File: src/rtl/lifo_arbiter.sv
// Round-robin arbiter sharing one LIFO among N_REQ requesters.
// Grants at most one push or pop per cycle, drives the LIFO control
// and returns pop data tagged with the requester index one cycle later.
module lifo_arbiter #(
  parameter int DATA_WIDTH = 8,
  parameter int N_REQ      = 4,
  parameter int ID_W       = $clog2(N_REQ)
) (
  input  logic                        clk,
  input  logic                        reset,
  input  logic [N_REQ-1:0]            req_valid,
  input  logic [N_REQ-1:0]            req_pop,
  input  logic [N_REQ*DATA_WIDTH-1:0] req_data,
  output logic [N_REQ-1:0]            req_grant,
  output logic                        lifo_wen,
  output logic                        lifo_ren,
  output logic [DATA_WIDTH-1:0]       lifo_data_in,
  input  logic                        lifo_full,
  input  logic                        lifo_empty,
  input  logic [DATA_WIDTH-1:0]       lifo_data_out,
  output logic                        rsp_valid,
  output logic [ID_W-1:0]             rsp_id,
  output logic [DATA_WIDTH-1:0]       rsp_data,
  output logic                        busy
);

  logic [ID_W-1:0]  rr_ptr;
  logic [ID_W-1:0]  win_idx;
  logic [N_REQ-1:0] elig;
  logic [ID_W:0]    pos;
  logic             found;
  logic             issue_push;
  logic             issue_pop;

  // Eligibility: a request can only be served if the LIFO can take it now.
  always_comb begin
    elig = '0;
    for (int unsigned i = 0; i < N_REQ; i++) begin
      elig[i] = req_valid[i] & (req_pop[i] ? ~lifo_empty : ~lifo_full);
    end
  end

  // Round-robin search starting at rr_ptr; the modulo wrap is done with one
  // conditional subtract on a one-bit-wider sum, so no divider is needed.
  always_comb begin
    found   = 1'b0;
    win_idx = '0;
    pos     = '0;
    for (int unsigned k = 0; k < N_REQ; k++) begin
      pos = {1'b0, rr_ptr} + (ID_W+1)'(k);
      if (pos >= (ID_W+1)'(N_REQ)) begin
        pos = pos - (ID_W+1)'(N_REQ);
      end
      if (!found && elig[pos[ID_W-1:0]]) begin
        found   = 1'b1;
        win_idx = pos[ID_W-1:0];
      end
    end
  end

  // One-hot grant, suppressed while reset is held.
  always_comb begin
    req_grant = '0;
    if (found && !reset) begin
      req_grant[win_idx] = 1'b1;
    end
  end

  // Issue decode: the single granted op becomes either a write or a read.
  always_comb begin
    issue_pop    = |(req_grant & req_pop);
    issue_push   = |(req_grant & ~req_pop);
    lifo_wen     = issue_push;
    lifo_ren     = issue_pop;
    lifo_data_in = '0;
    for (int unsigned i = 0; i < N_REQ; i++) begin
      if (req_grant[i] && !req_pop[i]) begin
        lifo_data_in = req_data[i*DATA_WIDTH +: DATA_WIDTH];
      end
    end
  end

  // Pointer advance, pop-response tagging and activity flag.
  always_ff @(posedge clk) begin
    if (reset) begin
      rr_ptr    <= '0;
      rsp_valid <= 1'b0;
      rsp_id    <= '0;
      busy      <= 1'b0;
    end else begin
      busy      <= |req_valid;
      rsp_valid <= issue_pop;
      if (issue_pop) begin
        rsp_id <= win_idx;
      end
      if (found) begin
        rr_ptr <= (win_idx == ID_W'(N_REQ-1)) ? '0 : win_idx + ID_W'(1);
      end
    end
  end

  // LIFO read data is only meaningful in the cycle after a granted pop.
  always_comb begin
    rsp_data = rsp_valid ? lifo_data_out : '0;
  end

  ap_grant_onehot: assert property (@(posedge clk) $onehot0(req_grant));
  ap_grant_elig:   assert property (@(posedge clk) (req_grant & ~elig) == '0);
  ap_wen_not_full: assert property (@(posedge clk) lifo_wen |-> !lifo_full);
  ap_ren_not_empty: assert property (@(posedge clk) lifo_ren |-> !lifo_empty);
  ap_not_both:     assert property (@(posedge clk) !(lifo_wen && lifo_ren));

endmodule

File: config.mk
export PLATFORM = sky130hd
export DESIGN_NAME = lifo_arbiter
export DESIGN_NICKNAME = d
export VERILOG_FILES = /design/src/rtl/lifo_arbiter.sv
export SDC_FILE = /design/constraint.sdc
export NUM_CORES = 1
export LEC_CHECK = 0
export ABC_CLOCK_PERIOD_IN_PS = 4400
export BUFFER_PORTS_ARGS = -buffer_cell sky130_fd_sc_hd__buf_4
export CAP_MARGIN = 20
export CORE_MARGIN = 2
export CORE_UTILIZATION = 42
export CTS_BUF_LIST = sky130_fd_sc_hd__clkbuf_2 sky130_fd_sc_hd__clkbuf_4 sky130_fd_sc_hd__clkbuf_8
export CTS_CLUSTER_SIZE = 20
export DETAILED_ROUTE_END_ITERATION = 6
export PLACE_DENSITY = 0.9
export SLEW_MARGIN = 20
export SYNTH_ARGS = -nofsm -noshare
export SYNTH_HDL_FRONTEND = slang
export SYNTH_SLANG_ARGS = --single-unit
File: constraint.sdc
create_clock -name clk -period 4.4 [get_ports clk]
set_input_delay 0 -clock clk [delete_from_list [all_inputs] [get_ports clk]]
set_output_delay 0 -clock clk [all_outputs]
set_load 0.01 [all_outputs]
==> impl_metrics.toml <==
[setup_path]
reg2reg_from = "rr_ptr[1]$_SDFFE_PP0N_"
startpoint_type = "register"
startpoint = "rr_ptr[1]$_SDFFE_PP0N_"
crit_arrival_ns = 2.98
regToRegSetupSlack_ns = 1.72
critical_path_class = "reg2out"
crit_required_ns = 4.40
rr_worst_depth = 9
critPathCaptureType = "primary output"
reg2reg_to = "rsp_id[0]$_SDFFE_PP0P_"
endpoint = "lifo_data_in[6]"
crit_fanout = 10

[route]
wl_per_cell_um = 13.6
drt_iter0_markers = 25
wirelength_mm = 3.08
dr_total_vias = 1213
drc = 0
drtAntennaViolNets = 0
vias_per_cell = 5.34
dr.pass1.iters = 4

[power]
powerDensity_nw_per_um2 = 217
leakage_nw = 0.729
ir_drop_mv = 0.195

[synth]
synth_cell_type_count = 37
async_flop_share_pct = 0
synth.most_common_cell = "nor2_1"
avgSynthCellArea_sq_um = 7.26
seq_area_frac_synth_pct = 13.2
ys_ff_latch = 6
synth_edf_count = 0
synth_area_leaders = "dfxtp_1 13%, and2_1 9.0%, a221oi_1 8.7%"
synthTopCellsByCount = "17 x nor2_1, 13 x and2_1, 11 x a21oi_1"
synth_fp_nets = 181
synthCells = 125
synth_ff_type = "dfxtp_1"
yosys_warnings = 0
yosys.area.top_type_share_pct = 13.2
netlist_area_sq_um = 907
yosysTopAreaCell = "dfxtp_1"

[cts]
cts_resized = 0
clkTransAtPathRegs_ns = 0.05
cts_buffer_depth = 2
cts_max_level = 1
root_buffer = "clkbuf_4"
post-cts-setup-buffers = 0
cts_tree = "done"
clk_latency_ns = 0.25
cts_made_buffers = 3
cts.sinks = 6

[job]
drv_cap = 0

[timing]
setup_viol = 0
tns_ns = 0
drv_slew = 0
min_period_ns = 2.98
tightest_slew_ns = 0.849
fmax_ghz = 0.336
rsz0062_at_grt = "no"
slew_headroom_pct = 43.3
period_share_pct = 67.7
skew_ns = 0.00853
finalHoldViolations = 0

[die]
die_height_um = 50.5
die_area_sq_um = 2550
ios = 78
start_util_pct = 45.3
core_sq_um = 2000
die_w_um = 50.5
rows = 16

[final_layout]
n_antenna_cell = 0
syn_to_final_growth_pct = 67.4
drive_above_1_share_pct = 44.0
fin_cells = 227
nets = 258

[placed_design]
gp_congestion = 0.941
place.port_buffers = 77
place_inst = 223

[global_routing]
grt_pass1_vias = 1074
antenna_found_initial = 0
track_usage_pct = 23.4
grt_pass1_wl_mm = 4.62
grt_max_degree = 18
grt.overflow.total = 0

[min_path]
hold_class = "in2reg"

[outcome]
outcome = "finished, final reports clean"
==> report_power, final <==
part           internal [mW]  leakage [nW]  switching (mW)
Sequential            0.0629        0.0496         0.00818
Combinational          0.113         0.666          0.0959
Clock                 0.0308        0.0138          0.0196
==> final cells by class <==
cell class              instances  area, sq um
multi-input cells             109          739
repair buffers                 78          588
fillers                       154          483
flip-flops and latches          6          120
well taps                      27         33.8
clock buffers                   3         22.5
inverters                       4         15.0
==> cell families after synthesis <==
| family | after synthesis | synth area share, % |
|---|---|---|
| muxes | 6 | 7.31 |
| adders and majority gates | 4 | 5.52 |
| buffers and inverters | 10 | 5.24 |
| AOI/OAI and AO/OA | 30 | 25.7 |
| and+or+nand+nor | 69 | 43.0 |
| DFF | 6 | 13.2 |
==> timing repair <==
item / CTS / global route
hold endpoints to repair: 3 / 0
hold buffers: 1 / 0
endpoints found under the setup margin: 0 / 0
==> state kept, by name, indices dropped and copies added (netlist names) <==
name,flops
rsp_id,2
rsp_valid,1
rr_ptr,2
busy,1
==> worst min path at each step <==
stage	start	to	cells past startpoint
global route	req_valid[3]	busy$_SDFF_PP0_	3
CTS	req_valid[3]	busy$_SDFF_PP0_	3
floorplan	reset	busy$_SDFF_PP0_	1
finish	req_valid[3]	busy$_SDFF_PP0_	3
detailed placement	reset	rr_ptr[0]$_SDFFE_PP0N_	2
global placement	reset	rr_ptr[0]$_SDFFE_PP0N_	2
==> placed cells by master, fill, tap and decap left out, types with 2 or more instances in the layout <==
cell type and count:
o21ai_1 2, nand3b_1 2, ha_1 4, a21oi_1 11
nor4_1 2, buf_4 77, and2_1 13, nand2b_1 6
a221oi_1 9, clkbuf_4 3, nor2_1 17, dfxtp_1 6
a22oi_1 2, inv_1 3, nor2b_1 5, mux2i_1 4
nand2_1 9, or3_1 8
==> metrics by stage <==
step	utilization (%)	instance area, sq um	hold slack (ns)	worst slack, ns	total power, mW
6_report	75.9	1520	0.0275	1.42	0.330
5_1_grt	75.9	1520	0.0380	1.13	0.356
3_5_place_dp	74.3	1490	0.223	1.54	0.279
2_1_floorplan	-	907	0.0724	2.01	0.191
3_3_place_gp	74.3	1490	0.224	1.67	0.277
4_1_cts	75.9	1520	0.0167	1.41	0.334
==> routing by layer <==
layer  GRT usage [%]  part of all wire [%]  vias up  wire [um]
met5               0                     0        -          0
met2            43.6                    50       66       1540
met4            9.91                   1.4        0         43
li1                -                     -      604          -
met1            26.4                    38      537       1180
met3            2.98                    10        6        316
==> worst max-delay path, stage by stage, from the launching register on <==
cell      delay (ns)
dfxtp_1         0.43
nand3b_1        0.15
a21oi_1         0.09
nor4_2          0.42
ha_1            0.24
nor2b_1         0.53
nor2b_2         0.19
a221oi_1        0.28
or3_1           0.15
a21oi_1         0.07
buf_4           0.18
No activity file was read; power rests on OpenSTA's default activity.
